`src/rtl/trigger_capture_ctrl.sv`:
```
// trigger_capture_ctrl: arms, detects a level-crossing trigger and writes one decimated frame into a double-buffered RAM.
// Optional auto-trigger timeout is built when TRIGGER_CAPTURE_CTRL_AUTO_TRIG_EN is defined.
module trigger_capture_ctrl #(
  parameter int DATA_W       = 10,
  parameter int DEPTH        = 640,
  parameter int ADDR_W       = 10,
  parameter int DECIM_W      = 8,
  parameter int AUTO_TIMEOUT = 2_000_000
) (
  input  logic              clk,
  input  logic              rst_n,
  input  logic              run,
  input  logic              single,
  input  logic              sample_valid,
  input  logic [DATA_W-1:0] sample,
  input  logic [DATA_W-1:0] trig_level,
  input  logic              trig_falling,
  input  logic [DECIM_W-1:0] decim,
  input  logic              force_trig,
  input  logic              auto_mode,
  output logic              wr_en,
  output logic              wr_bank,
  output logic [ADDR_W-1:0] wr_addr,
  output logic [DATA_W-1:0] wr_data,
  output logic              disp_bank,
  output logic              frame_done,
  output logic              busy
);
  typedef enum logic [2:0] {IDLE, ARM, WAIT_TRIG, CAPTURE, HOLD} state_t;
  state_t state_q, state_d;
  logic [DATA_W-1:0] level_q, level_d, prev_q, prev_d, wr_data_q, wr_data_d;
  logic [DECIM_W-1:0] decim_q, decim_d, dcnt_q, dcnt_d;
  logic [ADDR_W-1:0] addr_q, addr_d, wr_addr_q, wr_addr_d;
  logic falling_q, falling_d, force_q, force_d, pend_q, pend_d;
  logic disp_bank_q, disp_bank_d, wr_en_q, wr_en_d, frame_done_q, frame_done_d, busy_q, busy_d;
  logic edge_hit, auto_fire;
  assign edge_hit = falling_q ? (prev_q > level_q && sample <= level_q)
                              : (prev_q < level_q && sample >= level_q);
`ifdef TRIGGER_CAPTURE_CTRL_AUTO_TRIG_EN
  localparam int TW = $clog2(AUTO_TIMEOUT + 1);
  logic [TW-1:0] tmo_q, tmo_d;
  assign auto_fire = state_q == WAIT_TRIG && auto_mode && tmo_q == TW'(AUTO_TIMEOUT - 1);
  assign tmo_d = (state_q == WAIT_TRIG && state_d == WAIT_TRIG && !auto_fire) ? tmo_q + 1'b1 : '0;
  always_ff @(posedge clk or negedge rst_n)
    if (!rst_n) tmo_q <= '0;
    else tmo_q <= tmo_d;
`else
  logic unused_auto;
  assign unused_auto = auto_mode;
  assign auto_fire = 1'b0;
`endif
  always_comb begin
    state_d = state_q;
    level_d = level_q;
    falling_d = falling_q;
    decim_d = decim_q;
    prev_d = prev_q;
    dcnt_d = dcnt_q;
    addr_d = addr_q;
    pend_d = pend_q;
    force_d = 1'b0;
    disp_bank_d = disp_bank_q;
    wr_en_d = 1'b0;
    wr_addr_d = wr_addr_q;
    wr_data_d = wr_data_q;
    frame_done_d = 1'b0;
    case (state_q)
      IDLE: if (run) begin
        state_d = ARM;
        level_d = trig_level;
        falling_d = trig_falling;
        decim_d = decim;
      end
      ARM: if (!run) state_d = IDLE;
      else if (sample_valid) begin
        prev_d = sample;
        state_d = WAIT_TRIG;
      end
      WAIT_TRIG: if (!run) state_d = IDLE;
      else begin
        force_d = force_q || force_trig || auto_fire;
        if (sample_valid) begin
          prev_d = sample;
          if (force_q || force_trig || edge_hit) begin
            force_d = 1'b0;
            wr_en_d = 1'b1;
            wr_addr_d = '0;
            wr_data_d = sample;
            addr_d = ADDR_W'(1);
            dcnt_d = '0;
            pend_d = (DEPTH == 1);
            state_d = CAPTURE;
          end
        end
      end
      CAPTURE: if (!run) begin
        state_d = IDLE;
        pend_d = 1'b0;
      end else if (pend_q) begin
        // last write is on the bus this cycle; swap banks only now
        pend_d = 1'b0;
        frame_done_d = 1'b1;
        disp_bank_d = ~disp_bank_q;
        state_d = single ? HOLD : ARM;
      end else if (sample_valid) begin
        if (dcnt_q == decim_q) begin
          dcnt_d = '0;
          wr_en_d = 1'b1;
          wr_addr_d = addr_q;
          wr_data_d = sample;
          addr_d = addr_q + 1'b1;
          pend_d = addr_q == ADDR_W'(DEPTH - 1);
        end else dcnt_d = dcnt_q + 1'b1;
      end
      HOLD: if (!run) state_d = IDLE;
      default: state_d = IDLE;
    endcase
    busy_d = state_d inside {ARM, WAIT_TRIG, CAPTURE};
  end
  always_ff @(posedge clk or negedge rst_n)
    if (!rst_n) begin
      state_q <= IDLE;
      level_q <= '0;
      falling_q <= 1'b0;
      decim_q <= '0;
      prev_q <= '0;
      dcnt_q <= '0;
      addr_q <= '0;
      pend_q <= 1'b0;
      force_q <= 1'b0;
      disp_bank_q <= 1'b0;
      wr_en_q <= 1'b0;
      wr_addr_q <= '0;
      wr_data_q <= '0;
      frame_done_q <= 1'b0;
      busy_q <= 1'b0;
    end else begin
      state_q <= state_d;
      level_q <= level_d;
      falling_q <= falling_d;
      decim_q <= decim_d;
      prev_q <= prev_d;
      dcnt_q <= dcnt_d;
      addr_q <= addr_d;
      pend_q <= pend_d;
      force_q <= force_d;
      disp_bank_q <= disp_bank_d;
      wr_en_q <= wr_en_d;
      wr_addr_q <= wr_addr_d;
      wr_data_q <= wr_data_d;
      frame_done_q <= frame_done_d;
      busy_q <= busy_d;
    end
  assign wr_en = wr_en_q;
  assign wr_addr = wr_addr_q;
  assign wr_data = wr_data_q;
  assign disp_bank = disp_bank_q;
  assign wr_bank = ~disp_bank_q;
  assign frame_done = frame_done_q;
  assign busy = busy_q;
endmodule

```
`config.mk`:
```
export PLATFORM = sky130hd
export DESIGN_NAME = trigger_capture_ctrl
export DESIGN_NICKNAME = d
export VERILOG_FILES = /design/src/rtl/trigger_capture_ctrl.sv
export SDC_FILE = /design/constraint.sdc
export NUM_CORES = 1
export LEC_CHECK = 0
export ABC_AREA = 0
export BUFFER_PORTS_ARGS = -buffer_cell sky130_fd_sc_hd__clkbuf_2
export CAP_MARGIN = 40
export CORE_MARGIN = 1.5
export CORE_UTILIZATION = 57
export DETAILED_ROUTE_END_ITERATION = 10
export PLACE_DENSITY_LB_ADDON = 0.08
export SETUP_SLACK_MARGIN = 0.02
export SLEW_MARGIN = 30
export SYNTH_ARGS = -nofsm -noshare
export SYNTH_HDL_FRONTEND = slang
export SYNTH_SLANG_ARGS = --single-unit
```
`constraint.sdc`:
```
create_clock -name clk -period 3.1 [get_ports clk]
set_input_delay 0.155 -clock clk [delete_from_list [all_inputs] [get_ports clk]]
set_output_delay 0.155 -clock clk [all_outputs]
set_load 0.02 [all_outputs]
```
==> results.json, run 1 <==
{
  "cts_setup_buffers": 0,
  "outcome": "finished, violations left",
  "place_ws_ns": 0.227,
  "grt_pass1_vias": 2835,
  "track_usage_pct": 23.1,
  "crit_arrival_ns": 3.06,
  "drtIter0Drc": 156,
  "holdCritPathClass": "in2reg",
  "power_density_nw_per_um2": 683,
  "regArea_sq_um": 1900,
  "cts_buffers": 9,
  "grt_pass1_wl_um": 13200,
  "netlist_instances": 364,
  "fin_crit_ns": 2.82,
  "rows": 29,
  "clock_skew_ns": 0.00837,
  "syn_nets": 422,
  "clk_pin_slew_ns": 0.07,
  "syn2layout_area_growth_pct": 16.4,
  "violations": "design-rule violations",
  "required_ns": 3.34,
  "grt_use_met2_pct": 36.4,
  "multi_input_area_sq_um": 1780,
  "clock-sinks": 76,
  "cts_tree": "built",
  "insertion_delay_ns": 0.35,
  "r2r_cells": 9,
  "antenna_found_initial": 0,
  "grt-ovfl-total": 0,
  "yosysSeqAreaShare_pct": 49.6,
  "diodes": 0,
  "fill_cells": 502,
  "leakagePower_nw": 2.06,
  "num_io_pins": 61,
  "grtUsageMet3_pct": 5.35,
  "finalCritPeriodShare_pct": 91.1,
  "cts.path.max_buffers": 2,
  "wire_per_inst_um": 14.8,
  "drc": 6,
  "r2r_start": "level_q[8]$_DFFE_PN0P_",
  "portBuffers": 59,
  "final_nets": 486,
  "cts-htree-levels": 3,
  "ys_warn_count": 0,
  "die_h_um": 85.0,
  "async_flop_share_pct": 100,
  "start_util_pct": 59.7,
  "crit_fanout": 31,
  "power_w": 0.00305,
  "ys_types": 50,
  "num_vias": 2918,
  "maxSlewHeadroom_pct": 64.0,
  "cts-root-buf": "clkbuf_8",
  "synth_edf_count": 0,
  "startpoint": "level_q[8]$_DFFE_PN0P_",
  "cp-endpoint": "wr_data[4]$_DFFE_PN0P_",
  "drtPass1Iterations": 7,
  "via_per_inst": 5.72,
  "routed_wl_um": 7550,
  "hpwl_um": 5510,
  "ys_seq_elements": 76,
  "die_x_um": 85.0,
  "coreArea_sq_um": 6420,
  "worst_slack_ns": 0.276,
  "ant_nets": 0,
  "die-area_sq_um": 7230,
  "worst_pin_slew_ns": 0.535,
  "rsz0062_at_grt": "no",
  "r2r-end": "wr_data[4]$_DFFE_PN0P_",
  "place_congestion": 0.815,
  "max_freq_ghz": 0.354,
  "peakVddDrop_mv": 0.409,
  "synth_area_sq_um": 3840,
  "maxCapViolations": 0,
  "tns_ns": 0,
  "reg2reg_setup_slack_ns": 0.28,
  "drive_gt1_share_pct": 27.7,
  "use_met1_pct": 31.3,
  "synthFlopType": "dfrtp_1",
  "cp-start-kind": "register",
  "crit_type": "reg2reg",
  "setup_viol_count_final": 0,
  "avgSynthCellArea_sq_um": 10.5,
  "end_kind": "register",
  "holdWs_ns": 0.00382,
  "grt_max_degree": 52,
  "drv_slew": 0,
  "top_usage_layer": "met2",
  "hold_violations": 0
}
## where the power goes
group	switching, W	internal [W]
combinational	0.000501	0.000418
sequential	0.000147	0.00120
clock	0.000360	0.000417
## routing by layer
metal,up-vias,share of wire (%)
li1,1432,-
met1,1394,46
met2,80,47
met3,12,5.4
met4,0,1.5
met5,-,0
## synthesized netlist by cell type (3+ instances only)
| master | instances | area share (%) |
|---|---|---|
| buf_2 | 5 | 0.65 |
| ha_1 | 22 | 7.2 |
| nand2_1 | 44 | 4.3 |
| nand3_1 | 6 | 0.78 |
| nand4_1 | 6 | 0.98 |
| nand2b_1 | 8 | 1.3 |
| a31oi_1 | 7 | 1.1 |
| a211oi_2 | 3 | 0.98 |
| xor2_1 | 8 | 1.8 |
| clkbuf_1 | 9 | 0.88 |
| mux2_2 | 29 | 8.5 |
| nor3_1 | 3 | 0.39 |
| and3_1 | 3 | 0.49 |
| or4_1 | 7 | 1.4 |
| o31ai_1 | 9 | 1.8 |
| nor2_1 | 13 | 1.3 |
| inv_1 | 23 | 2.3 |
| o21ai_0 | 29 | 3.8 |
| dfrtp_1 | 76 | 50 |
| a21oi_1 | 19 | 2.5 |
## worst min-delay path by stage
stage,start,to,slack [ns],cells after the start
6_report,trig_level[8],level_q[8]$_DFFE_PN0P_,0.004,3
5_1_grt,trig_level[8],level_q[8]$_DFFE_PN0P_,0.01,3
4_1_cts,trig_level[8],level_q[8]$_DFFE_PN0P_,0.0009,3
3_5_place_dp,rst_n,wr_addr[2]$_DFFE_PN0P_,0.09,1
3_3_place_gp,rst_n,wr_addr[2]$_DFFE_PN0P_,0.36,1
2_1_floorplan,rst_n,addr_q[0]$_DFFE_PN0P_,-0.14,0
## layout by cell type (no fill, tap or decap), drive strengths merged, types with 3 or more instances in the layout
cell type and instances:
nand4 6, a31oi 7, nor2 13, nand2b 8, clkinvlp 3, inv 23, mux2 29, a211oi 4
nand2 44, o21ai 31, xor2 8, clkbuf 71, nor3 4, o31ai 9, a21oi 19, buf 9
or4 7, nor4 3, nand3 6, dfrtp 76, and3 3, ha 22
## stage by stage
step,instances,util (%),area (sq um)
CTS,510,69.5,4460
global placement,491,65.6,4210
floorplan,364,-,3840
finish,510,69.5,4460
detailed placement,493,66.1,4250
global route,510,69.5,4460
## timing repair
action                     in CTS  in global routing
setup endpoints to repair       0                  6
hold endpoints to repair       25                  0
hold buffers                    1                  0
resized for setup               0                  1
## layout make-up
class,count,area share [%]
flip-flops and latches,76,42.6
multi-input cells,249,39.9
repair buffers,68,8.69
clock buffers,13,3.56
well taps,77,2.16
inverters,24,2.10
clock inverters,3,1.01
## kinds of logic after synthesis
family / Yosys count / share of synthesized area, %
AOI/OAI and AO/OA: 84 / 14.5
muxes: 30 / 8.77
DFF: 76 / 49.6
adders and majority gates: 22 / 7.18
xor gates and xnor gates: 10 / 2.28
buffers and inverters: 39 / 4.17
and+or+nand+nor: 103 / 13.5
## worst max-delay path, stage by stage, from the launching register on
cell        delay (ns)
dfrtp_1           0.36
inv_1             0.10
ha_1              0.27
o21ai_0           0.22
nor2_1            0.10
a2111oi_4         0.43
a221o_1           0.25
a31o_4            0.36
clkinvlp_4        0.28
mux2_2            0.32
## state kept, by name, summed over array words and instances (netlist names)
register,flops
level_q,10
force_q,1
busy,1
frame_done,1
pend_q,1
dcnt_q,8
prev_q,10
addr_q,10
decim_q,8
wr_addr,10
falling_q,1
state_q,3
wr_en,1
disp_bank,1
wr_data,10
No activity file was read; power rests on OpenSTA's default activity.
==> inputs of run 2 (changes only) <==
CORE_UTILIZATION = 60   (was 57)
RECOVER_POWER = 25   (was default)
SKIP_CTS_REPAIR_TIMING = 1   (was default)
clock period = 3.5 ns   (was 3.1 ns; I/O delays follow)
==> run 2 against run 1 <==
Against the previous run:
- the flow finishes with violations (max-capacitance violations, max-slew violations)
- count of clock-buffer cells in the layout up 1
- sequential share of layout area up 0.57 points
- combinational power shrank 12%
==> results.json, run 2 (synthesized netlist as in run 1, its figures left out) <==
{
  "required_ns": 3.77,
  "hpwl_um": 5490,
  "start_util_pct": 63.3,
  "slowest_delay_ns": 0.52,
  "cp_slowest_cell": "or4_1",
  "place_area_sq_um": 4230,
  "tns_ns": 0,
  "cts.path.max_buffers": 2,
  "via_per_inst": 5.73,
  "path_cells": "inv_1 -> ha_1 -> a211oi_2 -> nor2_1 -> a2111oi_4 -> o2111ai_1 -> a31o_4 -> buf_4 -> or4_1 -> a21oi_1",
  "r2r_cells": 10,
  "internal_power_w": 0.00171,
  "crit_arrival_ns": 3.27,
  "grt_pass1_wl_um": 13300,
  "cts_tree": "built",
  "coreArea_sq_um": 6060,
  "maxCapViolations": 1,
  "drv_slew": 39,
  "final_nets": 486,
  "clock_skew_ns": 0.00617,
  "switchingPower_w": 0.000871,
  "insertion_delay_ns": 0.35,
  "fin_crit_ns": 2.99,
  "cts_buffers": 9,
  "die_x_um": 83.0,
  "clock-sinks": 76,
  "place_congestion": 0.847,
  "hold_violations": 0,
  "ant_nets": 0,
  "cp-start-kind": "register",
  "leakagePower_nw": 2.04,
  "rsz0062_at_grt": "no",
  "diodes": 0,
  "p_seq_share_pct": 46.4,
  "num_io_pins": 61,
  "layout_commonest_cell": "dfrtp_1",
  "crit_type": "reg2reg",
  "antenna_found_initial": 0,
  "fill_cells": 467,
  "syn2layout_area_growth_pct": 14.8,
  "maxSlewHeadroom_pct": -38.1,
  "power_frac_clock_pct": 22.3,
  "worst_pin_slew_ns": 2.07,
  "violations": "max-capacitance violations, max-slew violations",
  "finalCritPeriodShare_pct": 85.5,
  "outcome": "finished, violations left",
  "end_kind": "register",
  "power_w": 0.00258,
  "regArea_sq_um": 1900,
  "track_usage_pct": 23.8,
  "hold_depth": 3,
  "combPwrFrac_pct": 31.3,
  "drtPass1Iterations": 4,
  "grt_pass1_vias": 2981,
  "fin_util_pct": 72.7,
  "fin_area_sq_um": 4410,
  "grt-ovfl-total": 0,
  "die-area_sq_um": 6880,
  "multi_input_area_sq_um": 1780,
  "max_freq_ghz": 0.334,
  "die_h_um": 83.0,
  "cts-root-buf": "clkbuf_8",
  "power_density_nw_per_um2": 586,
  "num_vias": 2910,
  "holdCritPathClass": "in2reg",
  "drtIter0Drc": 118,
  "wire_per_inst_um": 14.8,
  "drc": 0,
  "drive_gt1_share_pct": 26.8,
  "crit_fanout": 26,
  "cts-htree-levels": 3,
  "grt_max_degree": 40,
  "peakVddDrop_mv": 0.414,
  "routed_wl_um": 7540,
  "portBuffers": 59,
  "layout_common_cells": "dfrtp_1, clkbuf_2, nand2_1, o21ai_0, mux2_2",
  "setup_viol_count_final": 0,
  "clk_pin_slew_ns": 0.07,
  "switching_share_pct": 33.7,
  "rows": 28
}
## run 2: cell count changes in the layout (fill, tap and decap cells not counted)
cell        delta
buf_16         -1
clkinv_1       +1
clkinv_2       +2
buf_4          -2
buf_12         +1
clkbuf_1       +3
clkbuf_8       -1
clkinvlp_4     -3
clkbuf_4       +1
bufinv_16      -1
## run 2: worst paths after layout
kind / from / to / slack [ns]
setup / recovery: level_q[7]$_DFFE_PN0P_ / addr_q[6]$_DFFE_PN0P_ / 0.51
hold reg to reg: wr_addr[5]$_DFFE_PN0P_ / wr_addr[5]$_DFFE_PN0P_ / 0.48
min in group asynchronous: rst_n / wr_en$_DFF_PN0_ / 0.97
max in group asynchronous: rst_n / prev_q[8]$_DFFE_PN0P_ / 1.34
hold / removal: trig_level[3] / level_q[3]$_DFFE_PN0P_ / 0.03
setup reg to reg: level_q[7]$_DFFE_PN0P_ / addr_q[6]$_DFFE_PN0P_ / 0.51
## run 2: per-stage QoR
stage          std cells  worst slack (ns)  hold slack, ns
6_report             508             0.506          0.0300
5_1_grt              508             0.318          0.0228
4_1_cts              506             0.488          -0.193
3_5_place_dp         490             0.507           0.181
3_3_place_gp         489             0.576           0.374
2_1_floorplan        364             0.992          -0.121
## run 2: cell type report
class                           count  share of cell area (%)
Sequential cell                    76                    43.2
Timing Repair Buffer               68                    8.55
Clock inverter                      2                   0.227
Clock buffer                       14                    3.46
Multi-Input combinational cell    249                    40.4
Inverter                           24                    2.04
Tap cell                           75                    2.13
## run 2: layer usage
layer	vias up	part of all wire, %	global-route usage, %
met4	0	2.1	10.6
met5	-	0	0
met3	15	3.2	4.37
met2	56	48	39.3
met1	1408	47	30.8
li1	1431	-	-
## run 2: critical path: cells and delay by family (launching register included)
family,cells,cell delay (ns)
buffers and inverters,2,0.32
AOI/OAI and AO/OA,5,1.34
DFF,1,0.36
adders and majority gates,1,0.27
and+or+nand+nor,2,0.62
## run 2: power groups by stage
| stage | logic (W) | registers (W) | clock network [W] |
|---|---|---|---|
| after floorplan | 0.000539 | 0.00124 | 0 |
| after global placement | 0.000771 | 0.00120 | 0 |
| after detailed placement | 0.000807 | 0.00122 | 0 |
| after CTS | 0.000815 | 0.00120 | 0.000590 |
| after global routing | 0.000904 | 0.00122 | 0.000623 |
| final | 0.000808 | 0.00120 | 0.000576 |
==> inputs of run 3 (changes only) <==
CORE_UTILIZATION = 57   (was 60)
clock period = 2.8 ns   (was 3.5 ns; I/O delays follow)
==> run 3 against run 2 <==
Against the previous run:
- the flow finishes with violations (design-rule violations, max-capacitance violations, max-slew violations)
- global-route usage is 1.3 points lower
- total power is 34% higher
- combinational power is 49% higher
- routed wire length is 7.3% higher
- largest cell class is now multi-input combinational cells
==> results.json, run 3 (synthesized netlist as in run 1, its figures left out) <==
{
  "coreArea_sq_um": 6420,
  "hold_start": "trig_level[6]",
  "fin_crit_ns": 2.77,
  "drtPass1Iterations": 7,
  "peakVddDrop_mv": 0.472,
  "outcome": "finished, violations left",
  "final_nets": 496,
  "grt_max_degree": 41,
  "slowest_delay_ns": 0.48,
  "finalCritPeriodShare_pct": 98.9,
  "cp_slowest_cell": "or4_4",
  "internal_power_w": 0.00225,
  "dp_cells": 494,
  "regArea_sq_um": 1900,
  "rsz0062_at_grt": "yes",
  "p_seq_share_pct": 43.6,
  "layout_commonest_cell": "dfrtp_1",
  "hold_violations": 0,
  "fill_cells": 476,
  "place_ws_ns": -0.00219,
  "antenna_found_initial": 0,
  "finalNonFillerCells": 519,
  "startpoint": "level_q[5]$_DFFE_PN0P_",
  "combPwrFrac_pct": 34.7,
  "cts_tree": "built",
  "drive_gt1_share_pct": 35.3,
  "multi_input_area_sq_um": 1940,
  "cts-htree-levels": 3,
  "crit_arrival_ns": 3.04,
  "drv_slew": 37,
  "routed_wl_um": 8090,
  "cts_buffers": 9,
  "crit_fanout": 7,
  "tns_ns": 0,
  "worst_pin_slew_ns": 2.05,
  "cp_num_buf_inv": 2,
  "grt-ovfl-total": 0,
  "holdWs_ns": 0.00354,
  "cpLargestDelayFamily": "compound AO/OA/AOI/OAI gates",
  "num_io_pins": 61,
  "drtIter0Drc": 189,
  "layout_common_cells": "dfrtp_1, clkbuf_2, nand2_1, mux2_2, o21ai_0",
  "required_ns": 3.07,
  "maxCapViolations": 1,
  "die_h_um": 85.0,
  "max_freq_ghz": 0.361,
  "ant_nets": 0,
  "num_vias": 3010,
  "portBuffers": 59,
  "cp-start-kind": "register",
  "drc": 6,
  "cts.path.max_buffers": 2,
  "grt_pass1_wl_um": 12900,
  "setup_viol_count_final": 0,
  "maxSlewHeadroom_pct": -36.8,
  "r2r_start": "level_q[5]$_DFFE_PN0P_",
  "start_util_pct": 59.7,
  "end_kind": "register",
  "switchingPower_w": 0.00120,
  "leakagePower_nw": 2.11,
  "grt_pass1_vias": 2835,
  "power_density_nw_per_um2": 741,
  "clk_pin_slew_ns": 0.08,
  "diodes": 0,
  "crit_type": "reg2reg",
  "rows": 29,
  "violations": "design-rule violations, max-capacitance violations, max-slew violations",
  "die_x_um": 85.0,
  "insertion_delay_ns": 0.34,
  "place_congestion": 0.838,
  "syn2layout_area_growth_pct": 21.5,
  "worst_slack_ns": 0.0308,
  "track_usage_pct": 22.5,
  "holdCritPathClass": "in2reg",
  "via_per_inst": 5.80,
  "clock-sinks": 76,
  "clock_skew_ns": 0.00754,
  "die-area_sq_um": 7230,
  "hpwl_um": 5510,
  "path_cells": "inv_2 -> ha_4 -> nand4_1 -> a211oi_2 -> a2111oi_4 -> a221o_1 -> a31o_4 -> buf_6 -> or4_4 -> a21oi_2",
  "switching_share_pct": 34.7,
  "power_frac_clock_pct": 21.7,
  "cts-root-buf": "clkbuf_8",
  "wire_per_inst_um": 15.6
}
==> run 3: cell type report <==
cell class | instances | share of cell area [%]
Multi-Input combinational cell | 250 | 41.7
Sequential cell | 76 | 40.8
Timing Repair Buffer | 77 | 9.61
Clock buffer | 11 | 3.25
Tap cell | 77 | 2.07
Inverter | 24 | 2.01
Clock inverter | 4 | 0.537
==> run 3: through the flow <==
stage | area [sq um] | total power (W) | utilization (%)
6_report | 4660 | 0.00345 | 72.6
5_1_grt | 4660 | 0.00367 | 72.6
3_3_place_gp | 4230 | 0.00247 | 65.8
2_1_floorplan | 3840 | 0.00222 | -
4_1_cts | 4420 | 0.00330 | 68.9
3_5_place_dp | 4250 | 0.00254 | 66.1
==> run 3: power by group through the flow <==
stage,combinational [W],sequential [W],clock (W)
finish,0.00120,0.00151,0.000748
global route,0.00132,0.00154,0.000817
CTS,0.00103,0.00150,0.000769
detailed placement,0.00102,0.00152,0
global placement,0.000967,0.00150,0
floorplan,0.000673,0.00155,0
==> run 3: final timing paths <==
kind	to	slack, ns	cells past startpoint
min reg2reg	wr_addr[8]$_DFFE_PN0P_	0.48	2
min	level_q[6]$_DFFE_PN0P_	0.004	3
max in group asynchronous	dcnt_q[1]$_DFFE_PN0P_	0.69	2
max reg2reg	addr_q[4]$_DFFE_PN0P_	0.03	10
max	addr_q[4]$_DFFE_PN0P_	0.03	10
min in group asynchronous	wr_addr[5]$_DFFE_PN0P_	0.93	2
==> run 3: worst min-delay path, delay by kind of cell <==
family                 cells  cell delay (ns)
buffers and inverters      1             0.08
and+or+nand+nor            1             0.04
AOI/OAI and AO/OA          1             0.05
==> run 3: layer usage <==
metal | vias up | share of wire (%) | global-route usage [%]
met5 | - | 0 | 0
met4 | 0 | 2.1 | 9.84
met3 | 17 | 3.7 | 4.28
met2 | 79 | 48 | 35.1
met1 | 1467 | 47 | 30.9
li1 | 1447 | - | -
